$ cat config.mk
export PLATFORM = sky130hd
export DESIGN_NAME = pll_lock_ctrl
export DESIGN_NICKNAME = d
export VERILOG_FILES = /design/src/rtl/pll_ctrl_pkg.sv /design/src/rtl/sync_2ff.sv /design/src/rtl/pll_lock_ctrl.sv
export SDC_FILE = /design/constraint.sdc
export NUM_CORES = 1
export LEC_CHECK = 0
export ABC_CLOCK_PERIOD_IN_PS = 1610
export CAP_MARGIN = 20
export CORE_UTILIZATION = 33
export CTS_BUF_LIST = sky130_fd_sc_hd__clkbuf_4 sky130_fd_sc_hd__clkbuf_8
export CTS_CLUSTER_SIZE = 20
export DETAILED_ROUTE_END_ITERATION = 10
export GPL_TIMING_DRIVEN = 0
export SLEW_MARGIN = 5
export SYNTH_ARGS = -nofsm -noshare
export SYNTH_HDL_FRONTEND = slang
export SYNTH_SLANG_ARGS = --single-unit
$ cat constraint.sdc
create_clock -name refclk -period 1.61 [get_ports refclk]
set_input_delay 0.322 -clock refclk [delete_from_list [all_inputs] [get_ports refclk]]
set_output_delay 0.322 -clock refclk [all_outputs]
set_load 0.03 [all_outputs]
$ cat src/rtl/pll_ctrl_pkg.sv
// Shared state type, default parameter values and helpers for the PLL lock controller.
package pll_ctrl_pkg;

    typedef enum logic [2:0] {
        ST_PLL_RST,
        ST_WAIT_LOCK,
        ST_STABLE,
        ST_RUN,
        ST_FAIL
    } pll_ctrl_state_t;

    localparam int DEF_RST_PULSE_CYC    = 4;
    localparam int DEF_LOCK_TIMEOUT_CYC = 1000;
    localparam int DEF_STABLE_CYC       = 16;
    localparam int DEF_MAX_RETRIES      = 3;

    function automatic logic [7:0] sat_inc8(input logic [7:0] v);
        return (v == 8'hFF) ? v : v + 8'd1;
    endfunction

endpackage

$ cat src/rtl/sync_2ff.sv
// Two-flop synchronizer for a single asynchronous level; both flops reset to 0.
module sync_2ff (
    input  logic clk,
    input  logic rst,
    input  logic d,
    output logic q
);

    logic meta_q;
    logic sync_q;

    always_ff @(posedge clk or posedge rst) begin
        if (rst) begin
            meta_q <= 1'b0;
            sync_q <= 1'b0;
        end else begin
            meta_q <= d;
            sync_q <= meta_q;
        end
    end

    assign q = sync_q;

endmodule

$ cat src/rtl/pll_lock_ctrl.sv
// PLL reset/lock sequencer: pulses pll_rst, waits for a stable lock, then releases sys_rst.
// Define PLL_LOCK_CTRL_RELOCK_CNT_EN to build the saturating lock-loss counter on relock_cnt.
module pll_lock_ctrl
    import pll_ctrl_pkg::*;
#(
    parameter int RST_PULSE_CYC    = DEF_RST_PULSE_CYC,
    parameter int LOCK_TIMEOUT_CYC = DEF_LOCK_TIMEOUT_CYC,
    parameter int STABLE_CYC       = DEF_STABLE_CYC,
    parameter int MAX_RETRIES      = DEF_MAX_RETRIES
) (
    input  logic       refclk,
    input  logic       rst,
    input  logic       locked,
    output logic       pll_rst,
    output logic       sys_rst,
    output logic       ready,
    output logic       fail,
    output logic [7:0] relock_cnt
);

    localparam int CNT_MAX_A = (RST_PULSE_CYC > STABLE_CYC) ? RST_PULSE_CYC : STABLE_CYC;
    localparam int CNT_MAX   = (LOCK_TIMEOUT_CYC > CNT_MAX_A) ? LOCK_TIMEOUT_CYC : CNT_MAX_A;
    localparam int CNT_W     = $clog2(CNT_MAX + 1);
    localparam int RETRY_W   = $clog2(MAX_RETRIES + 1);

    logic locked_s;

    pll_ctrl_state_t    state_q, state_d;
    logic [CNT_W-1:0]   cnt_q, cnt_d;
    logic [RETRY_W-1:0] retry_q, retry_d;
    logic               pll_rst_q, pll_rst_d;
    logic               sys_rst_q, sys_rst_d;
    logic               ready_q, ready_d;
    logic               fail_q, fail_d;

    sync_2ff u_lock_sync (
        .clk (refclk),
        .rst (rst),
        .d   (locked),
        .q   (locked_s)
    );

    always_comb begin
        state_d = state_q;
        cnt_d   = cnt_q;
        retry_d = retry_q;
        case (state_q)
            ST_PLL_RST: begin
                if (cnt_q == CNT_W'(RST_PULSE_CYC - 1)) begin
                    state_d = ST_WAIT_LOCK;
                    cnt_d   = '0;
                end else begin
                    cnt_d = cnt_q + CNT_W'(1);
                end
            end
            ST_WAIT_LOCK: begin
                // Lock seen on the timeout cycle still wins over the retry.
                if (locked_s) begin
                    state_d = ST_STABLE;
                    cnt_d   = '0;
                end else if (cnt_q == CNT_W'(LOCK_TIMEOUT_CYC - 1)) begin
                    cnt_d   = '0;
                    retry_d = retry_q + RETRY_W'(1);
                    state_d = (retry_q == RETRY_W'(MAX_RETRIES - 1)) ? ST_FAIL : ST_PLL_RST;
                end else begin
                    cnt_d = cnt_q + CNT_W'(1);
                end
            end
            ST_STABLE: begin
                if (!locked_s) begin
                    state_d = ST_WAIT_LOCK;
                    cnt_d   = '0;
                end else if (cnt_q == CNT_W'(STABLE_CYC - 1)) begin
                    state_d = ST_RUN;
                    cnt_d   = '0;
                    retry_d = '0;
                end else begin
                    cnt_d = cnt_q + CNT_W'(1);
                end
            end
            ST_RUN: begin
                if (!locked_s) begin
                    state_d = ST_PLL_RST;
                    cnt_d   = '0;
                end
            end
            ST_FAIL: begin
                state_d = ST_FAIL;
            end
            default: begin
                state_d = ST_PLL_RST;
                cnt_d   = '0;
                retry_d = '0;
            end
        endcase

        // Outputs follow the next state so they are registered alongside it.
        pll_rst_d = (state_d == ST_PLL_RST) || (state_d == ST_FAIL);
        sys_rst_d = (state_d != ST_RUN);
        ready_d   = (state_d == ST_RUN);
        fail_d    = (state_d == ST_FAIL);
    end

    always_ff @(posedge refclk or posedge rst) begin
        if (rst) begin
            state_q   <= ST_PLL_RST;
            cnt_q     <= '0;
            retry_q   <= '0;
            pll_rst_q <= 1'b1;
            sys_rst_q <= 1'b1;
            ready_q   <= 1'b0;
            fail_q    <= 1'b0;
        end else begin
            state_q   <= state_d;
            cnt_q     <= cnt_d;
            retry_q   <= retry_d;
            pll_rst_q <= pll_rst_d;
            sys_rst_q <= sys_rst_d;
            ready_q   <= ready_d;
            fail_q    <= fail_d;
        end
    end

    assign pll_rst = pll_rst_q;
    assign sys_rst = sys_rst_q;
    assign ready   = ready_q;
    assign fail    = fail_q;

`ifdef PLL_LOCK_CTRL_RELOCK_CNT_EN
    logic [7:0] relock_q, relock_d;

    always_comb begin
        relock_d = relock_q;
        if ((state_q == ST_RUN) && !locked_s) begin
            relock_d = sat_inc8(relock_q);
        end
    end

    always_ff @(posedge refclk or posedge rst) begin
        if (rst) begin
            relock_q <= 8'd0;
        end else begin
            relock_q <= relock_d;
        end
    end

    assign relock_cnt = relock_q;
`else
    assign relock_cnt = 8'd0;
`endif

endmodule

Yosys cells after proc, flatten, opt, wreduce, memory -nomap -nowiden
Index checks and enable logic that the tools add are counted.
Word-level totals
  flip-flop bits (word level): 21
  input bits: 3
Operators by class
  bitwise logic cells: 2
  add/subtract/negate cells: 2
  reduce and logical (&&, ||, !) cells: 6
  muxes and demuxes: 20
  eq/ne operators: 16
Operators by type and width (number)
  $mux W10: 6
  $pmux W10 S5: 1
  $mux W3: 7
  $pmux W3 S5: 1
  $add A10 B1 Y10 const B: 1
  $eq A10 B10 Y1 const B: 1
  $eq A10 B2 Y1 const B: 1
  $eq A10 B4 Y1 const B: 1
  $eq A3 B2 Y1 const B: 3
  $mux W2: 4
  $ne A2 B2 Y1 const B: 4
  $eq A3 B3 Y1 const B: 2
  $logic_not A3 Y1: 2
  $pmux W2 S3: 1
  $reduce_and A5 Y1: 1
  $eq A3 B1 Y1 const B: 1
  $ne A3 B2 Y1 const B: 1
  $reduce_or A3 Y1: 1
  $add A2 B1 Y2 const B: 1
  $eq A2 B2 Y1 const B: 1
  $ne A2 B1 Y1 const B: 1
  $not A1 Y1: 2
  $reduce_and A2 Y1: 1
  $logic_or A1 B1 Y1: 1

Depth between registers and ports, before layout
Gate-level depths: netlist of run 1.
  depth after elaboration: 7
  depth in mapped cells: 6

By module
A second synthesis of run 1 with hierarchy kept.
Unflattened totals
  cell total of the unflattened synthesis: 129
  area, all modules: 1214.9 um^2
Modules (own cells, without submodules)
  pll_lock_ctrl: instances 1, cells each 126, area each 1161.1 um^2, sequential area each 478.0 um^2
  sync_2ff: instances 1, cells each 3, area each 53.8 um^2, sequential area each 50.0 um^2

Worst setup path after synthesis of run 1
Ideal clock, no wire load.
  path kind: reg2reg
  start point: reg cnt_q[0]
  end point: reg cnt_q[2]
  clock period less this slack: 1.734 ns
  library setup time: 0.092 ns
  cell stages (with the launch flop): 6
  slack: -0.124 ns
  arrival time: 1.642 ns
  path through: dfrtp_1 > ha_1 > and3_1 > a311oi_2 > nor4_4 > o31ai_2
On the way
  word-level cells in the longest chain between the ends: 4
  elaborated cells between the ends (all ways): 10
RTL lines
  start: declaration: line pll_lock_ctrl.sv:29  | logic [CNT_W-1:0] cnt_q, cnt_d;
  start signal: assignment: line pll_lock_ctrl.sv:115  | cnt_q <= cnt_d;
  $add A10 B1 Y10 (tied with other cells): line pll_lock_ctrl.sv:53, pll_lock_ctrl.sv:66, pll_lock_ctrl.sv:78
  $mux W10 (on tied branches): line pll_lock_ctrl.sv:73, pll_lock_ctrl.sv:61
  $mux W10 (on tied branches): line pll_lock_ctrl.sv:70, pll_lock_ctrl.sv:58
  $pmux W10 S5 (*): line pll_lock_ctrl.sv:47  | case (state_q)
Mark *: on every way between the ends. The rest lies on a longest branch, timed or not.
A chain may end at the register's enable or synchronous reset.

Worst setup path after layout of run 1
  start point: reg cnt_q[4]
  end point: reg cnt_q[2]
On the way
  word-level cells in the longest chain between the ends: 4
  elaborated cells between the ends (all ways): 9
RTL lines (line)
  $eq A10 B4 Y1 or $eq A10 B10 Y1 (tied branches): pll_lock_ctrl.sv:73, pll_lock_ctrl.sv:61
  $mux W10 (on tied branches): pll_lock_ctrl.sv:73, pll_lock_ctrl.sv:61
  $mux W10 (on tied branches): pll_lock_ctrl.sv:70, pll_lock_ctrl.sv:58
  $pmux W10 S5 (*): pll_lock_ctrl.sv:47
Marked as above.

==> out/results.ini, run 1 <==
[drt]
via_per_inst=5.14
drc=0
wirelength_um=2900
wire_per_inst_um=13.6
firstDrtPassIters=4
detail_route.iter0.violations=49
postRouteAntennaNets=0
vias=1100

[global_routing]
grt_pass1_vias=997
overflow=0
antenna_found_initial=0
grtUsageTotal_pct=14.4
grt_start_max_net_pins=22
grt_pass1_wl_um=4560

[hold_path]
hold_depth=0
min_path_type=reg2reg
min_from=u_lock_sync.meta_q$_DFF_PP0_
whs_endpoint=u_lock_sync.q$_DFF_PP0_

[worst_setup_path]
cp_data_arrival_time_ps=1950
cp-start-kind=register
worstPathRequired_ps=1740
worst-r2r-setup-slack_ps=-210
r2r-start=cnt_q[4]$_DFFE_PP0P_
r2r_end=cnt_q[2]$_DFFE_PP0P_
criticalPathCategory=reg2reg
cpMostUsedCell=buf_4
ff2ff_path_depth=7
crit_chain=nor4_4 > buf_4 > a311oi_4 > buf_6 > buf_4 > o311ai_2 > o31ai_4
slowest_stage=dfrtp_2
cpPeakStageDelay_ps=450
critPathCaptureType=register
cp_max_fo=5

[sta]
clock_skew_ps=0.591
final_hold_viol_count=0
setup_violations=16
tightest_slew_ps=784
rsz0062_at_grt=yes
slew_viol_final=0
maxSlewHeadroom_pct=47.7
min_period_ps=1820
hold-worst-slack_ps=356
fmax_mhz=549
finalSetupTns_ps=-1350
fin_ws_ps=-211
fin_crit_sh_pct=113

[clock_network]
numCtsBuffers=3
hold_buffers=0
cts_root_buf=clkbuf_8
clk_latency_ps=260
cts_tree=done
htree_levels=1
clkSlewWorstSetupHoldPaths_ps=70
clock_path_buffers=2
clock-sinks=21

[synthesis]
async_reset_ff_share_pct=100
synth_cells=134
synth_enable_flop_cells=0
ys_seq_area_share_pct=40.2
yosysUniqueCellTypes=48
avgSynthCellArea_um2=9.80
synth-main-ff-cell=dfrtp_1
netlist_area_um2=1310
ys_seq_elements=21
ys_warn_count=0

[die]
die_y_um=65.1
die_w_um=65.1
start_util_pct=35.1
core_um2=3740
dieArea_um2=4240
io_pins=15
num_rows=22

[status]
status=finished with violations
violations=setup timing

[cells_and_area]
layout_commonest_cell=buf_4
nNetsFinal=172
n_antenna_cell=0
area_growth_syn_to_layout_pct=33.3
drive_gt1_share_pct=41.0
multiInputGateArea_um2=788
n_fill_cell=380
final_cell_mix=buf_4 (21), dfrtp_1 (14), inv_1 (9)
seqCellArea_um2=534

[power]
leakagePower_nw=0.718
switching_share_pct=38.5
peakVddDrop_mv=0.393
seq_power_share_pct=33.0
p_int_w=0.00128
comb_power_share_pct=49.8
pwr-share-clk_pct=17.1
p_per_area_nw_per_um2=1190
power.switching_w=0.000802

[placed_design]
post-dp-hpwl_um=1780
gp_congestion=0.853
portBuffers=6
dp_slack_ps=-303

[job]
drv_cap=0

[power groups by stage]
stage	Clock, W	Combinational, W	Sequential, W
detailed placement	0	0.000764	0.000685
floorplan	0	0.000585	0.000711
CTS	0.000373	0.000855	0.000689
global route	0.000400	0.00112	0.000696
global placement	0	0.000755	0.000680
finish	0.000357	0.00104	0.000687
[worst max-delay path by stage]
stage / from / endpoint / slack [ps] / depth (start not counted)
4_1_cts: state_q[2]$_DFF_PP0_ / cnt_q[4]$_DFFE_PP0P_ / -180 / 6
3_5_place_dp: state_q[2]$_DFF_PP0_ / cnt_q[2]$_DFFE_PP0P_ / -300 / 6
2_1_floorplan: cnt_q[4]$_DFFE_PP0P_ / cnt_q[9]$_DFFE_PP0P_ / -40 / 4
5_1_grt: cnt_q[7]$_DFFE_PP0P_ / cnt_q[2]$_DFFE_PP0P_ / -290 / 7
6_report: cnt_q[4]$_DFFE_PP0P_ / cnt_q[2]$_DFFE_PP0P_ / -210 / 7
3_3_place_gp: cnt_q[4]$_DFFE_PP0P_ / cnt_q[4]$_DFFE_PP0P_ / -240 / 4
[critical path: cells and delay by family (launching register included)]
kind                   cells  cell delay, ps
buffers and inverters      3             470
flip-flops                 1             450
AND/OR/NAND/NOR            1             250
AO/OA/AOI/OAI              3             520
[cell families (layout without fill, tap and decap cells)]
family	after synthesis	in the layout	share of synthesized area, %
buffers and inverters	22	47	9.43
AND/OR/NAND/NOR	49	49	24.7
AO/OA/AOI/OAI	37	37	22.1
XOR/XNOR	1	1	0.667
adder cells (fa/ha/maj)	2	2	1.90
multiplexers	1	1	0.762
other	1	8	0.285
flip-flops	21	21	40.2
[synthesized netlist by cell type (4+ instances only)]
| cell | n | share of area (%) |
|---|---|---|
| dfrtp_1 | 19 | 36 |
| inv_1 | 9 | 2.6 |
| nand2_1 | 9 | 2.6 |
| buf_4 | 8 | 4.6 |
| nor2_1 | 7 | 2.0 |
| o21ai_1 | 7 | 2.7 |
| o21ai_0 | 6 | 2.3 |
| nand3_1 | 5 | 1.9 |
| a21oi_1 | 4 | 1.5 |
| nand2b_1 | 4 | 1.9 |
| nand4_1 | 4 | 1.9 |
| o22ai_1 | 4 | 1.9 |
[repair_timing]
item                                    CTS  global route
endpoints found under the setup margin   16            18
setup buffers                            10            10
gates resized for setup                  14            17
endpoints found under the hold margin     0             0
pin swaps                                10             6
[state kept, by name, summed over array words and instances, names as in the netlist]
signal,cells
fail,1
ready,1
u_lock_sync.q,1
u_lock_sync.meta_q,1
retry_q,2
sys_rst,1
cnt_q,10
pll_rst,1
state_q,3
[per-layer routing]
layer / vias to the layer above / global-route usage [%] / part of all wire (%)
met1: 532 / 18.9 / 44
met2: 23 / 22.8 / 52
li1: 543 / - / -
met5: - / 0 / 0
met4: 0 / 4.89 / 0.21
met3: 2 / 3.65 / 3.6
[metrics by stage]
| stage | total power, W | utilization, % | instance area, um2 | std cells |
|---|---|---|---|---|
| 2_1_floorplan | 0.00130 | - | 1370 | 141 |
| 6_report | 0.00208 | 46.8 | 1750 | 214 |
| 5_1_grt | 0.00222 | 46.8 | 1750 | 214 |
| 3_3_place_gp | 0.00144 | 39.9 | 1490 | 195 |
| 3_5_place_dp | 0.00145 | 39.9 | 1490 | 195 |
| 4_1_cts | 0.00192 | 43.8 | 1640 | 207 |
[layout make-up]
type / count / share of cell area, %
plain buffers: 11 / 4.57
clock buffers: 4 / 2.79
inverters: 9 / 1.93
multi-input cells: 98 / 45.0
flip-flops and latches: 21 / 30.5
well taps: 48 / 3.43
repair buffers: 23 / 11.8
Note: power is estimated with default switching activity, not from simulation.
==> inputs of run 2 (changes only) <==
--- a/config.mk
+++ b/config.mk
@@ -15,4 +15,5 @@
 export SLEW_MARGIN = 5
 export SYNTH_ARGS = -nofsm -noshare
 export SYNTH_HDL_FRONTEND = slang
+export SYNTH_HIERARCHICAL = 1
 export SYNTH_SLANG_ARGS = --single-unit
==> run 2 against run 1 <==
  * Critical path type unchanged
  * Final area fell by 8.6%
  * Critical path depth unchanged
  * Largest power group unchanged
  * Largest cell class unchanged
  * Combinational power rose by 8%
  * The run still ends with setup timing left
  * Sequential power fell by 2%
==> out/results.ini, run 2 <==
[synthesis]
yosysUniqueCellTypes=43  ; -10%
avgSynthCellArea_um2=9.42  ; -3.9%
yosys-top-cells-count=dfrtp_1 (19), nor2_1 (14), a21oi_1 (10), buf_4 (10), inv_1 (10)
synth_area_leader_cell=dfrtp_1
ys_top_cells_by_area=dfrtp_1 (39%), buf_4 (6.2%), dfstp_2 (4.3%)
ys_warn_count=6  ; +6
synth_enable_flop_cells=0  ; unchanged
async_reset_ff_share_pct=100  ; unchanged
synth-main-ff-cell=dfrtp_1
yosysMostFrequentCell=dfrtp_1
ys_seq_elements=21  ; unchanged
synth_cells=129  ; -3.7%
netlist_area_um2=1210  ; -7.5%
ys_seq_area_share_pct=43.5  ; +3.3 points
synth.top_cell.area_share_pct=39.1  ; +2.9 points

[cells_and_area]
drive_gt1_share_pct=38.9  ; -2.1 points
final-instance-count-excl-fill=203  ; -5.1%
final_cell_mix=buf_4 (17), dfrtp_1 (14), nor2_1 (10), inv_1 (10), conb_1 (8)
nNetsFinal=163  ; -5.2%
n_antenna_cell=0  ; unchanged
largestRegisters=cnt_q: 10 flops, state_q: 3 flops, retry_q: 2 flops
fin_util_pct=46.5  ; -0.26 points
multiInputGateArea_um2=659  ; -16%
area_growth_syn_to_layout_pct=31.8
n_fill_cell=314  ; -17%
seqCellArea_um2=534  ; unchanged
layout_commonest_cell=buf_4
regMostFlops=cnt_q
largest_reg_flops=10  ; unchanged

[worst_setup_path]
ff2ff_path_depth=7  ; unchanged
worstPathRequired_ps=1800  ; +60 ps
criticalPathCategory=reg2reg
cp_data_arrival_time_ps=1960  ; about the same
cp-start-kind=register
critPathCaptureType=register
cp_max_fo=7  ; +2

[clock_network]
cts_root_buf=clkbuf_8
clock-sinks=21  ; unchanged
htree_levels=1  ; unchanged
hold_buffers=0  ; unchanged
numCtsBuffers=3  ; unchanged
clk_latency_ps=270  ; about the same
cts_tree=done
clkSlewWorstSetupHoldPaths_ps=80  ; about the same
clock_path_buffers=2  ; unchanged

[drt]
detail_route.iter0.violations=26  ; -47%
firstDrtPassIters=4  ; unchanged
via_per_inst=5.13  ; -0.24%
met3_length_um=109  ; +4.8%
m1WireLength_um=1190  ; -6.9%
wire_per_inst_um=13.4  ; -0.93%
wl_met2_um=1370  ; -9.3%
drc=0  ; unchanged
highest_layer=met4
postRouteAntennaNets=0  ; unchanged
vias=1041  ; -5.4%
wirelength_um=2730  ; -6.0%

[sta]
fmax_mhz=567  ; +3.3%
slew_viol_final=0  ; unchanged
fin_ws_ps=-153  ; +58.4 ps
final_hold_viol_count=0  ; unchanged
tightest_slew_ps=753  ; -31.3 ps
min_period_ps=1760  ; -58.4 ps
rsz0062_at_grt=yes
fin_crit_sh_pct=109  ; -3.6 points
maxSlewHeadroom_pct=49.8  ; +2.1 points
setup_violations=12  ; -4
clock_skew_ps=3.77  ; +3.17 ps

[power]
p_per_area_nw_per_um2=1350  ; +14%
peakVddDrop_mv=0.764  ; +94%
total_power_w=0.00217  ; +4.1%
leakagePower_nw=0.711  ; -0.97%

[die]
dieArea_um2=3930  ; -7.3%
die_w_um=62.7  ; -3.7%
num_rows=21  ; -4.5%
io_pins=15  ; unchanged
core_um2=3440  ; -8.1%
die_y_um=62.7  ; -3.7%
start_util_pct=35.3  ; +0.20 points

[placed_design]
post-dp-hpwl_um=1670  ; -6.0%
dpl.cell_count=188  ; -3.6%
dp_slack_ps=-248  ; +55.3 ps
gp_congestion=0.819  ; -3.9%
portBuffers=6  ; unchanged

[global_routing]
grt_pass1_wl_um=4550  ; -0.13%
grt_start_max_net_pins=20  ; -9.1%
antenna_found_initial=0  ; unchanged
grtUsageTotal_pct=15.0  ; +0.65 points
grt_pass1_vias=1027  ; +3.0%
overflow=0  ; unchanged

[status]
violations=setup timing
status=finished with violations

[hold_path]
min_path_type=in2async

[job]
drv_cap=0  ; unchanged

run 2: cell count changes after synthesis, moves of 3 or more:
cell,change
nor2_1,+7
or2_1,-3
nand3_1,+4
o22ai_1,-4
o21ai_1,-5
o31a_1,-3
a21oi_1,+6
nand2_1,-3
a31oi_1,+3
nand4_1,-3
run 2: layer usage:
layer,vias to the layer above,track usage (%)
li1,496,-
met2,34,25.3
met1,503,17.2
met4,0,8.72
met3,8,3.65
met5,-,0
run 2: cell families after synthesis:
kind of cell | count (synthesis) | synth area share, %
and+or+nand+nor | 45 | 20.6
AOI/OAI and AO/OA | 34 | 20.2
buffers and inverters | 24 | 11.8
DFF | 21 | 43.5
adders and majority gates | 2 | 2.06
other | 1 | 0.309
xor gates and xnor gates | 1 | 0.721
muxes | 1 | 0.824
run 2: critical path: stages (launching register included):
cell      delay, ps
dfrtp_2         430
ha_4            180
and3_4          150
o2111a_1        260
o211ai_4        290
buf_6           190
a21oi_2          60
a31oi_1         130
run 2: stage by stage:
step | hold WS (ps) | setup TNS (ps) | instance area, um2
global route | 253 | -1980 | 1600
detailed placement | 340 | -2090 | 1380
floorplan | 63.2 | -449 | 1260
CTS | 222 | -1010 | 1540
global placement | 337 | -1910 | 1380
finish | 217 | -1260 | 1600
run 2: path summary, 6_finish.rpt:
| check | startpoint | endpoint | slack, ps |
|---|---|---|---|
| max | cnt_q[1]$_DFFE_PP0P_ | cnt_q[2]$_DFFE_PP0P_ | -150 |
| min | rst | u_lock_sync/meta_q$_DFF_PP0_ | 220 |
| max reg2reg | cnt_q[1]$_DFFE_PP0P_ | cnt_q[2]$_DFFE_PP0P_ | -150 |
| min reg2reg | u_lock_sync/meta_q$_DFF_PP0_ | u_lock_sync/q$_DFF_PP0_ | 360 |
| max in group asynchronous | rst | cnt_q[5]$_DFFE_PP0P_ | 580 |
| min in group refclk | u_lock_sync/meta_q$_DFF_PP0_ | u_lock_sync/q$_DFF_PP0_ | 360 |
run 2: timing repair:
item,CTS,global route
pin swaps,6,7
gates resized for setup,17,11
setup endpoints to repair,16,16
cloned,1,0
setup buffers,7,3
run 2: layout make-up:
type                       instances  area share (%)
multi-input combinational         91            41.2
sequential                        21            33.4
timing repair buffer              17            9.61
buffer                            13            6.64
tap                               46            3.59
clock buffer                       4            3.05
inverter                          11            2.58
run 2: power breakdown:
part           internal (W)  total [W]  leakage, nW  switching (W)
registers          0.000618   0.000672        0.267      0.0000538
clock network      0.000194   0.000378       0.0262       0.000184
logic              0.000517    0.00112        0.418       0.000598
==> inputs of run 3 (changes only) <==
--- a/config.mk
+++ b/config.mk
@@ -8,7 +8,6 @@
 export ABC_CLOCK_PERIOD_IN_PS = 1610
 export CAP_MARGIN = 20
 export CORE_UTILIZATION = 33
-export CTS_BUF_LIST = sky130_fd_sc_hd__clkbuf_4 sky130_fd_sc_hd__clkbuf_8
 export CTS_CLUSTER_SIZE = 20
 export DETAILED_ROUTE_END_ITERATION = 10
 export GPL_TIMING_DRIVEN = 0
==> run 3 against run 2 <==
  * The flow still finishes with violations (setup timing)
  * Routed wire length down 2.6%
  * Global-route usage down 0.19 points
  * Clock-buffer cell count unchanged
  * Clock power down 3%
==> out/results.ini, run 3 (synthesis gave the netlist of run 2 again) <==
[status]
status=finished with violations
violations=setup timing

[die]
start_util_pct=35.3  ; unchanged
io_pins=15  ; unchanged
dieArea_um2=3930  ; unchanged
die_w_um=62.7  ; unchanged
core_um2=3440  ; unchanged
num_rows=21  ; unchanged
die_y_um=62.7  ; unchanged

[drt]
firstDrtPassIters=4  ; unchanged
wirelength_um=2660  ; -2.6%
detail_route.iter0.violations=18  ; -31%
vias=1027  ; -1.3%
postRouteAntennaNets=0  ; unchanged
wire_per_inst_um=13.1  ; -2.6%
via_per_inst=5.06  ; -1.3%
drc=0  ; unchanged

[placed_design]
portBuffers=6  ; unchanged
post-dp-hpwl_um=1670  ; unchanged
dpl-instance-area_um2=1380  ; unchanged
gp_congestion=0.819  ; unchanged
dp_slack_ps=-248  ; unchanged

[cells_and_area]
area_growth_syn_to_layout_pct=31.5
largestRegisters=cnt_q: 10 flops, state_q: 3 flops, retry_q: 2 flops
final_cell_mix=buf_4 (17), dfrtp_1 (14), nor2_1 (10), inv_1 (10), conb_1 (8)
n_antenna_cell=0  ; unchanged
regMostFlops=cnt_q
nNetsFinal=163  ; unchanged
fin_area_um2=1600  ; -0.23%
multiInputGateArea_um2=659  ; unchanged
seqCellArea_um2=534  ; unchanged
layout_commonest_cell=buf_4
n_fill_cell=313  ; -0.32%
drive_gt1_share_pct=38.2  ; -0.64 points
largest_reg_flops=10  ; unchanged

[clock_network]
clkSlewWorstSetupHoldPaths_ps=80  ; about the same
cts_tree=done
clk_latency_ps=270  ; about the same
numCtsBuffers=3  ; unchanged
htree_levels=1  ; unchanged
clock-sinks=21  ; unchanged
cts_root_buf=clkbuf_8
clock_path_buffers=2  ; unchanged

[sta]
slew_viol_final=0  ; unchanged
fin_ws_ps=-155  ; -2.13 ps
min_period_ps=1760  ; +2.13 ps
maxSlewHeadroom_pct=49.8  ; about the same
rsz0062_at_grt=yes
fmax_mhz=567  ; -0.12%
hold-worst-slack_ps=215  ; -1.24 ps
clock_skew_ps=1.59  ; -2.17 ps
tightest_slew_ps=753  ; +0.230 ps
setup_violations=12  ; unchanged
fin_crit_sh_pct=110  ; +0.13 points
final_hold_viol_count=0  ; unchanged

[power]
p_per_area_nw_per_um2=1350  ; -0.49%
total_power_w=0.00215  ; -0.72%
peakVddDrop_mv=0.783  ; +2.4%
leakagePower_nw=0.707  ; -0.48%

[worst_setup_path]
startpoint=cnt_q[1]$_DFFE_PP0P_
worstPathRequired_ps=1810  ; about the same
cp-start-kind=register
cp_data_arrival_time_ps=1960  ; about the same
cp_max_fo=7  ; unchanged
criticalPathCategory=reg2reg
r2r-start=cnt_q[1]$_DFFE_PP0P_
critPathCaptureType=register

[global_routing]
grt_start_max_net_pins=20  ; unchanged
grt_pass1_wl_um=4500  ; -1.2%
grtUsageTotal_pct=14.8  ; -0.19 points
overflow=0  ; unchanged
antenna_found_initial=0  ; unchanged
grt_pass1_vias=1014  ; -1.3%

[job]
drv_cap=0  ; unchanged

[hold_path]
min_path_type=in2async

[run 3: cell count changes in the layout (fill, tap and decap cells not counted)]
cell	previous run	this run
clkbuf_4	1	0
clkbuf_1	0	1
[run 3: path summary, 6_finish.rpt]
check	to	slack [ps]	cells after the start
hold reg to reg	u_lock_sync/q$_DFF_PP0_	360	0
hold / removal	u_lock_sync/meta_q$_DFF_PP0_	220	2
min in group refclk	u_lock_sync/q$_DFF_PP0_	360	0
max in group asynchronous	cnt_q[6]$_DFFE_PP0P_	590	2
setup reg to reg	cnt_q[2]$_DFFE_PP0P_	-150	7
setup / recovery	cnt_q[2]$_DFFE_PP0P_	-150	7
[run 3: worst max-delay path, cell delays in order (launching register included)]
cell,delay (ps)
dfrtp_2,430
ha_4,180
and3_4,150
o2111a_1,260
o211ai_4,300
buf_6,190
a21oi_2,60
a31oi_1,130
[run 3: per-layer routing]
metal  global-route usage [%]  share of wire [%]  up-vias
met2                     25.3                 50       32
met1                     17.3                 44      496
met3                     2.92                4.6        5
li1                         -                  -      494
met5                        0                  0        -
met4                     8.14                1.6        0
[run 3: power breakdown]
group	internal (W)	leakage (nW)	total [W]	switching, W
Sequential	0.000618	0.267	0.000672	0.0000540
Clock	0.000177	0.0228	0.000366	0.000188
Combinational	0.000517	0.418	0.00111	0.000595
[run 3: final cells by class]
| type | count | share of cell area [%] |
|---|---|---|
| tap | 46 | 3.60 |
| clock buffer | 4 | 2.82 |
| multi-input combinational | 91 | 41.3 |
| timing repair buffer | 17 | 9.63 |
| inverter | 11 | 2.58 |
| buffer | 13 | 6.66 |
| sequential | 21 | 33.4 |
[run 3: repair_timing]
action / in CTS / in global routing
setup buffers: 7 / 3
gates cloned: 1 / 0
endpoints found under the hold margin: 0 / 0
gates resized for setup: 17 / 11
pin swaps: 6 / 7
hold buffers: 0 / 0
endpoints found under the setup margin: 16 / 16
[run 3: through the flow]
stage          util [%]  setup TNS [ps]  instances
2_1_floorplan         -            -449        136
3_3_place_gp       40.1           -1910        188
3_5_place_dp       40.1           -2090        188
4_1_cts            44.5           -1000        200
5_1_grt            46.4           -1910        203
6_report           46.4           -1170        203
